<file path="config.mk">
export PLATFORM = sky130hd
export DESIGN_NAME = fp_add_scheduler
export DESIGN_NICKNAME = d
export VERILOG_FILES = /design/src/rtl/fp_add_scheduler.sv
export SDC_FILE = /design/constraint.sdc
export NUM_CORES = 1
export LEC_CHECK = 0
export CORE_MARGIN = 2
export CORE_UTILIZATION = 41
export CTS_CLUSTER_SIZE = 25
export DETAILED_ROUTE_END_ITERATION = 7
export GPL_TIMING_DRIVEN = 0
export PLACE_DENSITY = 0.91
export REMOVE_ABC_BUFFERS = 1
export SLEW_MARGIN = 40
export SYNTH_ARGS = -nofsm -noshare
export SYNTH_HDL_FRONTEND = slang
export SYNTH_SLANG_ARGS = --single-unit
</file>
<file path="constraint.sdc">
create_clock -name clk -period 2.15 [get_ports clk]
set_input_delay 0.43 -clock clk [delete_from_list [all_inputs] [get_ports clk]]
set_output_delay 0.43 -clock clk [all_outputs]
set_load 0.05 [all_outputs]
</file>
<file path="src/rtl/fp_add_scheduler.sv">
`default_nettype none
// ============================================================================
// fp_add_scheduler : arbitrates two requesters onto one shared combinational
//                    FP adder and returns each result with its owner's id.
// Revision         : 1.0
// ============================================================================
module fp_add_scheduler #(
  parameter int CNT_W = 16
) (
  input  logic             clk,
  input  logic             rst,
  input  logic             req0_valid,
  output logic             req0_ready,
  input  logic [31:0]      req0_a,
  input  logic [31:0]      req0_b,
  input  logic             req0_sub,
  input  logic             req1_valid,
  output logic             req1_ready,
  input  logic [31:0]      req1_a,
  input  logic [31:0]      req1_b,
  input  logic             req1_sub,
  output logic             rsp_valid,
  input  logic             rsp_ready,
  output logic             rsp_id,
  output logic [31:0]      rsp_data,
  output logic             rsp_flag,
  output logic [31:0]      add_para1,
  output logic [31:0]      add_para2,
  input  logic [31:0]      add_out,
  input  logic             add_under_overflow,
  output logic [CNT_W-1:0] op_cnt,
  output logic [CNT_W-1:0] flag_cnt
);

  typedef enum logic [1:0] {
    S_IDLE = 2'd0,
    S_EXEC = 2'd1,
    S_RESP = 2'd2
  } state_t;

  localparam logic [CNT_W-1:0] c_CNT_MAX = {CNT_W{1'b1}};

  state_t           r_state;
  logic             r_last_grant;
  logic [31:0]      r_para1;
  logic [31:0]      r_para2;
  logic [31:0]      r_rsp_data;
  logic             r_rsp_id;
  logic             r_rsp_flag;
  logic             r_rsp_valid;
  logic [CNT_W-1:0] r_op_cnt;
  logic [CNT_W-1:0] r_flag_cnt;

  logic             w_sel;
  logic             w_idle;
  logic             w_accept;
  logic [31:0]      w_a;
  logic [31:0]      w_b;
  logic             w_sub;

  // Under contention the port that did not win last time is granted.
  always_comb begin
    w_sel = 1'b0;
    if (req0_valid && req1_valid) begin
      w_sel = ~r_last_grant;
    end else if (req1_valid) begin
      w_sel = 1'b1;
    end
  end

  assign w_idle     = rst && (r_state == S_IDLE);
  assign req0_ready = w_idle && req0_valid && !w_sel;
  assign req1_ready = w_idle && req1_valid && w_sel;
  assign w_accept   = req0_ready || req1_ready;
  assign w_a        = w_sel ? req1_a   : req0_a;
  assign w_b        = w_sel ? req1_b   : req0_b;
  assign w_sub      = w_sel ? req1_sub : req0_sub;

  always_ff @(posedge clk or negedge rst) begin
    if (!rst) begin
      r_state      <= S_IDLE;
      r_last_grant <= 1'b1;
      r_para1      <= 32'd0;
      r_para2      <= 32'd0;
      r_rsp_data   <= 32'd0;
      r_rsp_id     <= 1'b0;
      r_rsp_flag   <= 1'b0;
      r_rsp_valid  <= 1'b0;
      r_op_cnt     <= '0;
      r_flag_cnt   <= '0;
    end else begin
      case (r_state)
        S_IDLE: begin
          if (w_accept) begin
            r_para1      <= w_a;
            // Subtraction is folded into the operand by flipping b's sign.
            r_para2      <= {w_b[31] ^ w_sub, w_b[30:0]};
            r_rsp_id     <= w_sel;
            r_last_grant <= w_sel;
            r_state      <= S_EXEC;
          end
        end
        S_EXEC: begin
          r_rsp_data  <= add_out;
          r_rsp_flag  <= add_under_overflow;
          r_rsp_valid <= 1'b1;
          r_state     <= S_RESP;
        end
        S_RESP: begin
          if (rsp_ready) begin
            r_rsp_valid <= 1'b0;
            r_state     <= S_IDLE;
            if (r_op_cnt != c_CNT_MAX) begin
              r_op_cnt <= r_op_cnt + CNT_W'(1);
            end
            if (r_rsp_flag && (r_flag_cnt != c_CNT_MAX)) begin
              r_flag_cnt <= r_flag_cnt + CNT_W'(1);
            end
          end
        end
        default: begin
          r_rsp_valid <= 1'b0;
          r_state     <= S_IDLE;
        end
      endcase
    end
  end

  assign rsp_valid = r_rsp_valid;
  assign rsp_id    = r_rsp_id;
  assign rsp_data  = r_rsp_data;
  assign rsp_flag  = r_rsp_flag;
  assign add_para1 = r_para1;
  assign add_para2 = r_para2;
  assign op_cnt    = r_op_cnt;
  assign flag_cnt  = r_flag_cnt;

endmodule
`default_nettype wire

</file>
==> After elaboration in Yosys (flattened, before gate mapping) <==
Cells that the tools add are included.
{ "word_totals": {"output_inout_bits": 133, "wordCells": 46, "in_bits": 168, "ff_bits": 134} }
{ "op_classes": {"n_eq_ne": 6, "reduce_logical": 15, "n_addsub": 2, "muxes": 10, "bitwise_logic": 3} }
{ "op_table": {"columns": ["op", "count"], "rows": [
  ["2-to-1 mux 32 bit", 2],
  ["adder 16 x 1 -> 16 bit (second input constant)", 2],
  ["!= test 16 bit (second input constant)", 2],
  ["logical AND 1 bit", 7],
  ["one-hot mux 2 bit (3 select lines)", 1],
  ["AND reduction 2 bit", 3],
  ["AND reduction 3 bit", 2],
  ["2-to-1 mux 1 bit", 4],
  ["2-to-1 mux 2 bit", 2],
  ["!= test 2 bit (second input constant)", 2],
  ["one-hot mux 1 bit (3 select lines)", 1],
  ["== test 2 x 1 -> 1 bit (second input constant)", 1],
  ["== test 2 bit (second input constant)", 1],
  ["logical NOT 2 bit", 1],
  ["NOT 1 bit", 2],
  ["logical NOT 1 bit", 1],
  ["logical OR 1 bit", 1],
  ["bitwise XOR 1 bit", 1]
]} }

==> Longest topological paths before layout <==
Gate-level depths: netlist (run 1).
{ "depth": {"depth_word": 7, "ltp_mapped": 6, "mapped_depth_nobuf": 5} }

==> Least setup slack after synthesis (run 1) <==
No wires, ideal clock.
{ "synth_timing": {"kind": "register to register", "from": "register r_flag_cnt[0], in the netlist flag_cnt[0]", "to": "register r_flag_cnt[1], in the netlist flag_cnt[1]", "path_slack_ps": 56, "t_arrival_ps": 1970, "required_time_ps": 2025, "path_buffers": 0, "stages_incl_launch_ff": 6, "cell_sequence": "dfrtp_1 > ha_1 > and4_1 > nand4_1 > o21ai_0 > mux2_2"} }
{ "synth_via": {"elab_chain_len": 3, "word_cells_on_any_way": 4} }
{ "synth_lines": {"columns": ["item", "line_no", "rtl"], "rows": [
  ["start: declaration", "52", "logic [CNT_W-1:0] r_flag_cnt;"],
  ["start signal: assignment", "117", "r_flag_cnt <= r_flag_cnt + CNT_W'(1);"],
  ["parallel branches: the longest is 3 deep, another holds adder 16 x 1 -> 16 bit", null, null]
]} }
Parallel ways; which one is timed is not known.
A chain may end at the register's enable or synchronous reset.

==> Worst setup path in the final report (run 1) <==
{ "layout_timing": {"from": "register r_op_cnt[8], in the netlist op_cnt[8]", "to": "output op_cnt[8]"} }
{ "layout_lines": {"columns": ["item", "line_no", "rtl"], "rows": [
  ["start: declaration", "51", "logic [CNT_W-1:0] r_op_cnt;"],
  ["start signal: assignment", "114", "r_op_cnt <= r_op_cnt + CNT_W'(1);"],
  ["end: declaration", "31", "output logic [CNT_W-1:0] op_cnt,"]
]} }
No word-level cell between the ends.

==> results, run 1 <==
- The yosys synthesis warning count is 0.
- The worst setup path endpoint is op_cnt[8].
- In this run the horizontal extent of the chip is 125.6 um.
- The proportion of synthesized flip-flops having asynchronous set or reset is 100.0%.
- After synthesis, the mean cell area works out to 11.75 um2.
- The slew at the pin closest to its max-slew limit is 0.7305 ns.
- The routability-driven placement congestion ratio is 0.7796.
- The cell depth of the worst setup path is 1.
- The critical path launch point type is a register.
- The floorplan step set the die height to 125.6 um.
- STA puts the critical path data required time at 1.72 ns.
- In the layout the commonest cells are sky130_fd_sc_hd__clkdlybuf4s50_1 (278), sky130_fd_sc_hd__dfrtp_1 (131), sky130_fd_sc_hd__nor2_1 (70).
- The first-pass GRT wire length is 29,020 um.
- The peak fanout along the critical path is 5.
- The critical path is of the register to primary output type.
- The post-CTS clock slew at the launch and capture registers of the worst setup and hold paths is 0.06 ns.
- Clock skew on the completed layout was measured at 0.007862 ns.
- Traced cell by cell, the critical path runs through clkdlybuf4s50_1.
- The number of buffers and inverters on the critical path is 1.
- TritonCTS built the clock tree.
- The post-placement cell count is 984.
- Based on the critical path, the design can be clocked at up to 477.0 MHz.
- The area growth from synthesis to layout is 67.92%.
- Counting every instance in the synthesized netlist gives 516.
- STA classifies the critical path endpoint as a primary output.
- The final hold violation count came to 0.
- The static leakage is 4.510 nW.
- Dividing the detail-routed wire length by the instance count gives 17.95 um.
- For this run, the share of the core covered by cells in the final layout is 70.29%.
- The net count reported at finish is 998.
- For this run, the total global-route usage over all layers was measured as 23.51%.
- Of the post-synthesis cell area, the dominant cell type holds 54.91%.
- The floorplan step defined a core boundary enclosing 14,480 um2.
- The final count of pins violating max slew is 0.
- The average via count per standard cell is 5.109.
- The number of clock buffers inserted by TritonCTS is 17.
- The worst-path cell with the longest stage delay is sky130_fd_sc_hd__clkdlybuf4s50_1.
- The area of the die is 15,770 um2.
- Entering global routing, the biggest net connects 59 pins.
- The library cell used most frequently in the layout, excluding fill and tap cells, is sky130_fd_sc_hd__clkdlybuf4s50_1.
- The CTS H-tree depth is 4.
- The post-detailed-placement half-perimeter wirelength is 13,410 um.
- The top flip-flop cell by instance count after synthesis is sky130_fd_sc_hd__dfrtp_1.
- Max-cap violations in this run came to 0.
- The worst reg2reg path endpoint is flag_cnt[14].
- The tree built by TritonCTS fans out to 134 sinks.
- For this run, design rule violations remaining after detail routing come to 0.
- Once detail routing completed, the nets flagged for antenna violations numbered 0.
- For this block, the initial DRC count from the detailed router was 232.
- The filler-free cell count of the finished design is 1,025.
- For this design the top-level I/O count stands at 301.
- The period utilization is 97.51%.
- Clock tree synthesis selected as its root buffer the cell sky130_fd_sc_hd__clkbuf_16.
- For the worst setup path, the data arrival time is 1.67 ns.
- The time the final worst path needs with I/O delays and setup is 2.097 ns.
- The kind of cell with the highest combined delay on the critical path is buffers and inverters.
- The number of cell rows is 44.
- The post-synth design cell area is 6061 um2.
- The minimum setup slack among reg-to-reg paths is 0.17 ns.
- After synthesis, the cell types taking the most area are sky130_fd_sc_hd__dfrtp_1 (55%), sky130_fd_sc_hd__mux2i_1 (11%), sky130_fd_sc_hd__mux2_2 (6.5%).
- The total via count after detailed routing is 5,237.
- The via count of the first global-routing pass is 5,540.
- The launching element of the worst setup path is op_cnt[8].
- The synthesized netlist contains 43 unique library cells.
- The effective utilization at floorplan is 41.86%.
- The first TritonRoute pass finished after 4 iterations.
- The synthesized design contains 134 register bits.
- The power density normalized to cell area is 1421 nW/um2.
- The clock latency on the worst-skew pair is 0.41 ns.
- The number of enable-type register cells in the synthesized netlist is 0.
- The path depth of the worst reg2reg path is 6.
- The initial antenna violation count was 1.
- The routed wire length is 18,400 um.
- The tightest slew margin relative to the limit is 50.92%.
- The run finished with clean final reports.
- The clock passes through at most 2 buffers.
- Hold timing on the final database bottoms out at a slack of 0.07852 ns.
- The global-route congestion overflow total is 0.
- The class of the most critical hold timing path is primary input to async pin.
- The number of setup violations in the final report is 0.
- The post-route netlist has 12.86% of its cells at a drive strength greater than 1.
- The quantity of I/O buffers inserted on ports is 300.
- The maximum vdd drop is 1.023 mV.
- The cell type with the highest aggregate area in the netlist is sky130_fd_sc_hd__dfrtp_1.
- The worst register-to-register path begins at flag_cnt[0].
- Counting the fill cells in the layout gives 998.
- The sequential fraction of the synthesis area is 55.35%.
- The delay of the slowest cell on the worst path is 0.84 ns.
[sequential cells by signal (all words and copies together), names as in the netlist]
register / flops
add_para1: 32
add_para2: 32
flag_cnt: 16
op_cnt: 16
r_last_grant: 1
r_state: 2
rsp_data: 32
rsp_flag: 1
rsp_id: 1
rsp_valid: 1
[stage by stage]
step	worst slack, ns	setup TNS, ns	cell area [um2]	power [mW]
CTS	0.0004382	0	10110	14.54
floorplan	-4.528	-246.44	5898	8.675
detailed placement	-0.7615	-17.21	9395	11.42
global placement	-7.705	-1188.97	9131	11.26
finish	0.05350	0	10180	14.47
global route	-0.007300	-0.007300	10180	15.09
[final cells by class]
cell class	instances	area, um2	area share [%]
Antenna cell	1	2.502	0.02459
Multi-Input combinational cell	351	2581	25.36
Clock buffer	21	480.5	4.721
Tap cell	184	230.2	2.262
Timing Repair Buffer	321	3369	33.11
Clock inverter	10	145.1	1.426
Inverter	3	11.26	0.1106
Sequential cell	134	3357	32.98
[cells in the mapped netlist, drive strengths merged, types with 3 or more instances]
library cell and count:
o21ai 5, o211ai 5, a21oi 65, mux2 35, inv 3, nor4b 4
nor3 7, and3 7, mux2i 64, nand4 7, xor2 18, buf 27
xnor2 12, nand3 6, dfrtp 133, nand2 12, and2 4, nor3b 4
nor2 71, nor4 6
[logic make-up (layout without fill, tap and decap cells)]
family / after synthesis / after routing / synth area share (%)
xor gates and xnor gates: 30 / 30 / 4.335
muxes: 99 / 99 / 17.07
other: 0 / 1 / 0
DFF: 134 / 134 / 55.35
and+or+nand+nor: 135 / 135 / 12.32
adders and majority gates: 2 / 2 / 0.4128
buffers and inverters: 31 / 355 / 2.869
AOI/OAI and AO/OA: 85 / 85 / 7.638
[worst min path at each step]
stage,from,endpoint,slack [ns],cells after the start
detailed placement,rst,rsp_data[12],0.27,1
global placement,rsp_id,rsp_id,0.46,1
finish,rst,rsp_data[12],0.08,2
floorplan,rst,add_para1[0],0.13,0
CTS,rst,r_last_grant,0.06,2
global route,rst,r_last_grant,0.07,2
[power breakdown]
group / total, mW / leakage [nW] / switching (mW) / internal (mW)
logic: 7.39 / 2.65 / 4.70 / 2.69
clock network: 3.03 / 0.290 / 1.08 / 1.95
registers: 4.05 / 1.57 / 0.580 / 3.47
total: 14.5 / 4.51 / 6.36 / 8.10
[timing repair]
item / 4_1_cts / 5_1_grt
pin swaps: 1 / 1
hold buffers: 2 / 0
setup endpoints to repair: 18 / 24
cloned: 1 / 0
hold endpoints to repair: 18 / 0
gates resized for setup: 23 / 18
setup buffers: 5 / 2
[per-layer routing]
metal	vias up	track usage, %	routed length (um)
li1	2452	-	-
met2	238	40.35	9383
met3	41	8.729	1693
met5	-	0	0
met1	2506	26.00	6741
met4	0	10.59	577
No activity file was read; power rests on OpenSTA's default activity.
==> inputs of run 2 (changes only) <==
GPL_ROUTABILITY_DRIVEN = 0   (was not set)
==> results of run 2 <==
Same layout as run 1: the final DEF is identical, and so are final timing and power.
